`src/rtl/riscv_pkg.sv`:
```
// riscv_pkg: constants and types shared by the core front end.
// Holds next-PC select codes, the NOP encoding, fetch FSM states and the fetch-buffer entry type.
package riscv_pkg;

    localparam logic [1:0] PCSRC_PLUS4  = 2'b00;
    localparam logic [1:0] PCSRC_TARGET = 2'b01;
    localparam logic [1:0] PCSRC_ALU    = 2'b10;

    localparam logic [31:0] NOP_INSTR = 32'h0000_0013;

    typedef enum logic [1:0] {
        RUN,
        DRAIN,
        FAULT
    } fetch_state_t;

    typedef struct packed {
        logic [31:0] pc;
        logic [31:0] instr;
    } fetch_entry_t;

endpackage

```
`src/rtl/fetch_fifo.sv`:
```
// fetch_fifo: synchronous FIFO of {pc, instr} entries with flush.
// Ports: clk, reset (sync, active high), push/push_data, pop, flush, head (oldest entry), count.
module fetch_fifo
    import riscv_pkg::*;
#(
    parameter int DEPTH = 4
) (
    input  logic                             clk,
    input  logic                             reset,
    input  logic                             push,
    input  logic [63:0]                      push_data,
    input  logic                             pop,
    input  logic                             flush,
    output logic [63:0]                      head,
    output logic [$clog2(DEPTH + 1) - 1:0]   count
);

    localparam int AW = $clog2(DEPTH);
    localparam int CW = $clog2(DEPTH + 1);

    fetch_entry_t    mem [DEPTH];
    logic [AW-1:0]   rd_ptr;
    logic [AW-1:0]   wr_ptr;
    logic            do_push;
    logic            do_pop;

    assign do_pop  = pop && (count != '0);
    assign do_push = push && ((count != CW'(DEPTH)) || do_pop);

    always_ff @(posedge clk) begin
        if (reset || flush) begin
            rd_ptr <= '0;
            wr_ptr <= '0;
            count  <= '0;
        end else begin
            if (do_push) wr_ptr <= wr_ptr + AW'(1);
            if (do_pop)  rd_ptr <= rd_ptr + AW'(1);
            count <= count + CW'(do_push) - CW'(do_pop);
        end
    end

    always_ff @(posedge clk) begin
        if (do_push && !flush && !reset) mem[wr_ptr] <= push_data;
    end

    // Head comes straight from registered storage: no write-through bypass.
    assign head = mem[rd_ptr];

endmodule

```
`src/rtl/instr_fetch.sv`:
```
// instr_fetch: owns the PC, issues in-order imem requests, buffers responses for decode.
// Ports: clk/reset, retire+PCSrc/PCTarget/ALUResult redirect, imem req/ready/rvalid bus,
// Instr/PC/PCPlus4/InstrValid to decode, sticky MisalignFault.
module instr_fetch
    import riscv_pkg::*;
#(
    parameter logic [31:0] RESET_PC = 32'h0000_0000,
    parameter int          DEPTH    = 4
) (
    input  logic        clk,
    input  logic        reset,
    input  logic        retire,
    input  logic [1:0]  PCSrc,
    input  logic [31:0] PCTarget,
    input  logic [31:0] ALUResult,
    output logic        imem_req,
    output logic [31:0] imem_addr,
    input  logic        imem_ready,
    input  logic        imem_rvalid,
    input  logic [31:0] imem_rdata,
    output logic [31:0] Instr,
    output logic [31:0] PC,
    output logic [31:0] PCPlus4,
    output logic        InstrValid,
    output logic        MisalignFault
);

    localparam int CW = $clog2(DEPTH + 1);
    localparam int SW = CW + 1;

    fetch_state_t   state;
    fetch_state_t   state_next;
    logic [31:0]    fetch_pc;
    logic [CW-1:0]  outstanding;
    logic [CW-1:0]  drop;
    logic [CW-1:0]  count;
    logic [CW-1:0]  out_after;
    logic           fault;
    logic           running;
    logic           accept;
    logic           resp_ok;
    logic           head_valid;
    logic           redirect;
    logic           misalign;
    logic           push;
    logic           pop;
    logic [31:0]    target;
    fetch_entry_t   push_entry;
    fetch_entry_t   head_entry;

    assign running  = (state == RUN) && !reset;
    assign imem_req = running &&
                      ((SW'(outstanding) + SW'(count)) < SW'(DEPTH));
    assign imem_addr = fetch_pc;
    assign accept    = imem_req && imem_ready;

    // A response with nothing in flight is a protocol error and is dropped.
    assign resp_ok = running && imem_rvalid && (outstanding != '0);

    assign head_valid = (count != '0) && (state != FAULT) && !reset;
    assign redirect   = retire && head_valid &&
                        ((PCSrc == PCSRC_TARGET) || (PCSrc == PCSRC_ALU));

    always_comb begin
        target = PCTarget;
        unique case (PCSrc)
            // JALR: clear bit 0 of the ALU result.
            PCSRC_ALU: target = ALUResult ^ {31'b0, ALUResult[0]};
            default:   target = PCTarget;
        endcase
    end

    assign misalign = target[1];

    assign push = resp_ok && !redirect;
    assign pop  = retire && head_valid && !redirect;

    // Requests are sequential, so the oldest in-flight address is
    // fetch_pc minus four per outstanding request.
    assign push_entry.pc    = fetch_pc - (32'(outstanding) << 2);
    assign push_entry.instr = imem_rdata;

    assign out_after = outstanding + CW'(accept) - CW'(resp_ok);

    fetch_fifo #(
        .DEPTH(DEPTH)
    ) u_fifo (
        .clk       (clk),
        .reset     (reset),
        .push      (push),
        .push_data (push_entry),
        .pop       (pop),
        .flush     (redirect),
        .head      (head_entry),
        .count     (count)
    );

    always_comb begin
        state_next = state;
        unique case (state)
            RUN: begin
                if (redirect) begin
                    if (misalign)
                        state_next = FAULT;
                    else if (out_after != '0)
                        state_next = DRAIN;
                end
            end
            DRAIN: begin
                if ((drop == '0) ||
                    (imem_rvalid && (drop == CW'(1))))
                    state_next = RUN;
            end
            FAULT:   state_next = FAULT;
            default: state_next = RUN;
        endcase
    end

    always_ff @(posedge clk) begin
        if (reset) begin
            state       <= RUN;
            fetch_pc    <= RESET_PC;
            outstanding <= '0;
            drop        <= '0;
            fault       <= 1'b0;
        end else begin
            state <= state_next;
            if (redirect) begin
                // Everything still in flight, including a request
                // accepted this cycle, belongs to the wrong path.
                fetch_pc    <= target;
                outstanding <= '0;
                drop        <= misalign ? '0 : out_after;
                if (misalign) fault <= 1'b1;
            end else begin
                if (accept) fetch_pc <= fetch_pc + 32'd4;
                outstanding <= out_after;
                if ((state == DRAIN) && imem_rvalid && (drop != '0))
                    drop <= drop - CW'(1);
            end
        end
    end

    assign InstrValid    = head_valid;
    assign Instr         = head_valid ? head_entry.instr : NOP_INSTR;
    assign PC            = head_valid ? head_entry.pc : 32'd0;
    assign PCPlus4       = PC + 32'd4;
    assign MisalignFault = fault && !reset;

endmodule

```
`config.mk`:
```
export PLATFORM = sky130hd
export DESIGN_NAME = instr_fetch
export DESIGN_NICKNAME = d
export VERILOG_FILES = /design/src/rtl/riscv_pkg.sv /design/src/rtl/fetch_fifo.sv /design/src/rtl/instr_fetch.sv
export SDC_FILE = /design/constraint.sdc
export NUM_CORES = 1
export LEC_CHECK = 0
export BUFFER_PORTS_ARGS = -buffer_cell sky130_fd_sc_hd__buf_4
export CAP_MARGIN = 20
export CELL_PAD_IN_SITES_DETAIL_PLACEMENT = 0
export CELL_PAD_IN_SITES_GLOBAL_PLACEMENT = 1
export CORE_ASPECT_RATIO = 0.7
export CORE_MARGIN = 2
export CORE_UTILIZATION = 52
export CTS_BUF_LIST = sky130_fd_sc_hd__clkbuf_4 sky130_fd_sc_hd__clkbuf_8
export DETAILED_ROUTE_END_ITERATION = 12
export PLACE_DENSITY_LB_ADDON = 0.08
export SLEW_MARGIN = 20
export SYNTH_ARGS = -nofsm -noshare
export SYNTH_HDL_FRONTEND = slang
export SYNTH_HIERARCHICAL = 1
export SYNTH_SLANG_ARGS = --single-unit
```
`constraint.sdc`:
```
create_clock -name clk -period 10.5 [get_ports clk]
set_clock_uncertainty 0.2 [all_clocks]
set_input_delay 0.525 -clock clk [delete_from_list [all_inputs] [get_ports clk]]
set_output_delay 0.525 -clock clk [all_outputs]
set_load 0.01 [all_outputs]
```
# == Yosys cells after proc, flatten, opt, wreduce, memory -nomap -nowiden ==
# Memories as Yosys holds them, arrays and structs flattened. A register that Yosys moved wholly into a read port is not among the register bits.
# Index checks and enable logic that the tools add are counted.
# Widths: inputs -> output; s select.
# word_totals
ff_bits,48
ramBits,256
n_memories,1
# memory_table
name,depth,width,rd,rd_clocked_by_memory_dff,write_ports,line_no,text
u_fifo.mem,4,64,1,1,1,fetch_fifo.sv:21,fetch_entry_t mem [DEPTH];
# op_classes
n_addsub,11
order_cmp,1
eq_ne,10
muxes,17
bitwise_logic,1
reduce_logical,36
# op_table
op,count
$mux 32,5
$add 32x3->32 const B,2
$sub 32x5->32,1
$xor 32x1->32,1
$logic_and 1x1->1,19
$mux 2,6
$reduce_bool 3->1,4
$mux 3,3
$add 3x1->3,2
$pmux 2 s3,1
$sub 3x1->3,2
$add 2x1->2 const B,2
$add 3x3->4,1
$eq 2x1->1 const B,2
$eq 2x2->1 const B,2
$logic_or 1x1->1,4
$lt 4x3->1 const B,1
$ne 2x2->1 const B,2
$reduce_bool 2->1,2
$eq 3x1->1 const B,1
$logic_not 3->1,1
$ne 3x2->1 const B,1
$ne 3x3->1 const B,1
$reduce_and 3->1,1
other kinds (7),9

# == Longest topological paths before layout ==
# depth
word_depth,14
mapped_depth,17
mapped_depth_nobuf,15

# == Hierarchy ==
# Netlist, hierarchy kept.
# modules_own_cells
module,n_inst,cells_each,area_each_um2,seq_area_each_um2
fetch_fifo,1,380,9699.3,7867.5
instr_fetch,1,584,4460.5,820.8

# == Worst setup path before layout ==
# Ideal clock, no wire load.
# synth_timing
path_kind,register -> register
start,register u_fifo.count[1]
end,"memory u_fifo/mem[0][0] (netlist name), enable pin"
setup_ns,0.429
t_arrival_ns,3.678
required_ns,9.871
slack_ns,6.193
path_stages_with_launch,10
n_path_buf,3
period_less_slack_ns,4.307
path_cell_list,dfxtp_1 nor3_1 or3_1 clkbuf_1 inv_2 clkbuf_1 clkbuf_1 and3_1 o41a_1 and3_1
# synth_via
elab_chain_len,14
elab_cells_between_ends,16
classes_between,eq/ne (1); mux (2); reduce/logical (13)
# synth_lines
element,line_no,text
from (decl),fetch_fifo.sv:15,output logic [$clog2(DEPTH + 1) - 1:0] count
from (signal assigned),fetch_fifo.sv:38,count <= count + CW'(do_push) - CW'(do_pop);
$reduce_bool 3->1 *,instr_fetch.sv:60,assign head_valid = (count != '0) && (state != FAULT) && !reset;
$logic_and 1x1->1 * (2 in a row),instr_fetch.sv:60,
$logic_and 1x1->1 *,"instr_fetch.sv:61, instr_fetch.sv:76",
$logic_and 1x1->1,instr_fetch.sv:61,assign redirect = retire && head_valid &&
$logic_not 1->1,instr_fetch.sv:76,assign pop = retire && head_valid && !redirect;
$logic_and 1x1->1 *,instr_fetch.sv:76,
named net pop,instr_fetch.sv:46,logic pop;
$logic_and 1x1->1 *,fetch_fifo.sv:27,assign do_pop = pop && (count != '0);
$logic_or 1x1->1 *,fetch_fifo.sv:28,assign do_push = push && ((count != CW'(DEPTH)) || do_pop);
$logic_and 1x1->1 *,fetch_fifo.sv:28,
$logic_and 1x1->1 * (2 in a row),fetch_fifo.sv:43,if (do_push && !flush && !reset) mem[wr_ptr] <= push_data;
$mux 1 *,fetch_fifo.sv:43,
$mux 1 (not written as such) *,fetch_fifo.sv:43,
to (decl),fetch_fifo.sv:21,
# The timed path passes the listed nets; every way through them passes the cells marked *.

# == Final worst setup path ==
# layout_timing
start,register u_fifo.count[1]
end,output PCPlus4[30]
# layout_via
elab_chain_len,5
# layout_lines
element,line_no,text
$reduce_bool 3->1,instr_fetch.sv:60,
$logic_and 1x1->1 (2 in a row),instr_fetch.sv:60,
$mux 32,instr_fetch.sv:146,assign PC = head_valid ? head_entry.pc : 32'd0;
$add 32x3->32,instr_fetch.sv:147,assign PCPlus4 = PC + 32'd4;
to (decl),instr_fetch.sv:23,"output logic [31:0] PCPlus4,"
# Every way passes these cells.

==> flow_summary.yaml <==
cts:
  path_clk_slew_ps: 70
  clockBufferDepth: 3
  post_cts_buffers: 0
  numCtsBuffers: 47
  cts_tree: "built"
  htreeDepth: 2
  clk_latency_ps: 560
  postCtsHoldBufs: 32
  root_buffer: "clkbuf_8"
  post_cts_resized: 0
  cts.sink_count: 306
critical_path:
  r2r_slack_ps: 6110
  cp_cell_sequence: "nor3_1, or3_1, inv_2, buf_4, nand2_1, inv_1, ha_1, nand3_1, nor4_1, nand4_1, nor4_1, xor2_1, buf_4"
  r2r-end: "u_fifo/mem[3][39]"
  reg2reg_depth: 6
  crit_cells: 13
  cp_slowest_cell: "nor4_1"
  slowest_delay_ps: 620
  cp_top_family: "simple AND/OR/NAND/NOR gates"
  worst-path-buf-inv: 4
  r2r-start: "u_fifo/count[1]"
  crit_fanout: 71
  path_class: "reg -> out"
  cp.arrival_ps: 4820
  setup.worst_path.end_class: "primary output"
  crit_required_ps: 9780
  crit_path_start_kind: "flip-flop"
min_path:
  worstHoldPathCells: 3
  min_from: "PCTarget[12]"
  holdPathEnd: "imem_addr[12]"
  hold_path.class: "in -> reg"
global_routing:
  grt_max_degree: 72
  antenna_found_initial: 0
  grt_pass1_wl_mm: 48.8
  grt_usage_pct: 22.0
  grt_pass1_vias: 8682
  overflow: 0
floorplanning:
  rows: 50
  die_h_microns: 142
  pin_count: 234
  core_area_sq_mm: 0.0268
  dieWidth_microns: 201
  dieArea_sq_mm: 0.0286
  initial_core_util_pct: 52.9
final_layout:
  drive_gt1_share_pct: 33.5
  area_growth_pct: 22.8
  mostFrequentLayoutCells: "edfxtp_1 (256), buf_4 (238), mux4_2 (64)"
  final_common_cell: "edfxtp_1"
  antennaDiodeCount: 0
  finalNonFillerCells: 1622
  nets: 1350
  design_area_sq_mm: 0.0174
  fin_util_pct: 64.9
power_and_ir_drop:
  vdd_drop_max_mv: 0.120
  p_leak_nw: 6.21
  powerDensity_mw_per_mm2: 184
  power_mw: 3.20
synthesis:
  avgSynthCellArea_sq_um: 14.7
  netlist_instances: 964
  synth_warnings: 6
  synth.distinct_cells: 57
  yosysSeqAreaShare_pct: 61.4
  yosysTopAreaCell: "edfxtp_1"
  synth_top_cells_by_area: "edfxtp_1 (54%), mux4_2 (10%), dfxtp_1 (7.1%), xnor2_1 (3.6%), and2_1 (2.6%)"
  synth_fp_nets: 1089
  synth_top_area_share_pct: 54.3
  synth_area_sq_mm: 0.0142
  synth-seq-cells: 306
sta:
  fmax_mhz: 180
  slew_viol_final: 0
  fin_crit_sh_pct: 52.8
  finalSetupTns_ps: 0
  worstMarginPinSlew_ps: 1080
  fin_crit_ps: 5540
  finalSetupViolCount: 0
  max-slew-margin-rel_pct: 27.9
  hold_viol: 0
  grt_setup_unrepaired: "no"
place:
  placed_area_sq_mm: 0.0161
  dp_hpwl_mm: 20.4
  place_congestion: 0.777
  io_buffers: 232
  dp.cells: 1506
run_status:
  status: "complete, no violations"
drt:
  remaining_drc_errors: 0
  wire_per_inst_microns: 19.6
  via_per_inst: 5.46
  drtAntennaViolNets: 0
  drt_iter0_markers: 434
  firstDrtPassIters: 5
  routed_wl_mm: 31.8
  dr_total_vias: 8862
job:
  drv_cap: 0
==> where the power goes <==
part	internal, mW	total, mW	switching, mW
Sequential	1.50	1.53	0.0333
Clock	0.540	0.980	0.440
Combinational	0.279	0.686	0.407
Total	2.32	3.20	0.880
==> layout make-up <==
cell class / count / area, sq um
fill: 2075 / 9390
sequential: 306 / 8700
multi-input combinational: 563 / 5040
timing repair buffer: 272 / 2140
clock buffer: 65 / 801
tap: 364 / 455
inverter: 35 / 131
clock inverter: 17 / 125
==> metrics by stage <==
step	worst slack (ps)	hold WS, ps
finish	4960	50.9
CTS	4920	15.4
detailed placement	5340	271
global route	4450	29.3
floorplan	6190	232
global placement	5430	267
==> state kept, by name, indices dropped and copies added (netlist names), named ones only <==
| signal | flops |
|---|---|
| u_fifo/wr_ptr | 2 |
| drop | 3 |
| imem_addr | 32 |
| u_fifo/count | 3 |
| u_fifo/mem | 256 |
| u_fifo/rd_ptr | 2 |
| fault | 1 |
| state | 2 |
| outstanding | 3 |
==> worst max-delay path by stage <==
stage,start,to,slack (ps)
6_report,u_fifo/count[1],PCPlus4[30],4960
5_1_grt,u_fifo/count[1],PCPlus4[30],4450
4_1_cts,u_fifo/count[1],PCPlus4[30],4920
3_5_place_dp,reset,PCPlus4[30],5340
3_3_place_gp,reset,PCPlus4[30],5430
2_1_floorplan,u_fifo/count[1],u_fifo/mem[0][0],6190
==> metal layers <==
layer  up-vias  wire, microns  GRT usage (%)
met5         -              0              0
met4         0            380           5.34
met3        30           1650           4.14
met2       226          15300           35.3
met1      4415          14500           31.6
li1       4191              -              -
==> logic make-up after synthesis <==
family / count (synthesis) / synth area share, %
buf+inv: 95 / 3.16
compound gates: 77 / 4.19
flops: 306 / 61.4
mux: 78 / 11.2
fa+ha+maj: 22 / 2.10
xor+xnor: 84 / 5.20
simple gates: 302 / 12.8
==> cell usage after synthesis, drive strengths merged <==
cell type / instances
edfxtp: 256
mux4: 64
and2: 59
xnor2: 58
dfxtp: 50
a211oi: 43
nor2: 41
clkbuf: 35
inv: 35
nand2: 34
nor3: 34
nor2b: 27
xor2: 26
buf: 25
nand3: 25
ha: 19
nor4: 17
nand4: 16
mux2i: 13
a21oi: 9
nand2b: 9
or3: 9
and3: 8
o21ai: 8
or4: 8
nand3b: 6
nor4b: 4
o22ai: 4
a311oi: 3
and4: 3
fa: 3
o311a: 3
o211ai: 2
a221oi: 1
a31o: 1
mux2: 1
nor3b: 1
nor4bb: 1
o311ai: 1
o31a: 1
o41a: 1
==> tightest hold or removal path, delay by kind of cell <==
kind                   cells  cell delay (ps)
AO/OA/AOI/OAI              1              100
buffers and inverters      1               70
multiplexers               1               60
Note: power is estimated with default switching activity, not from simulation.
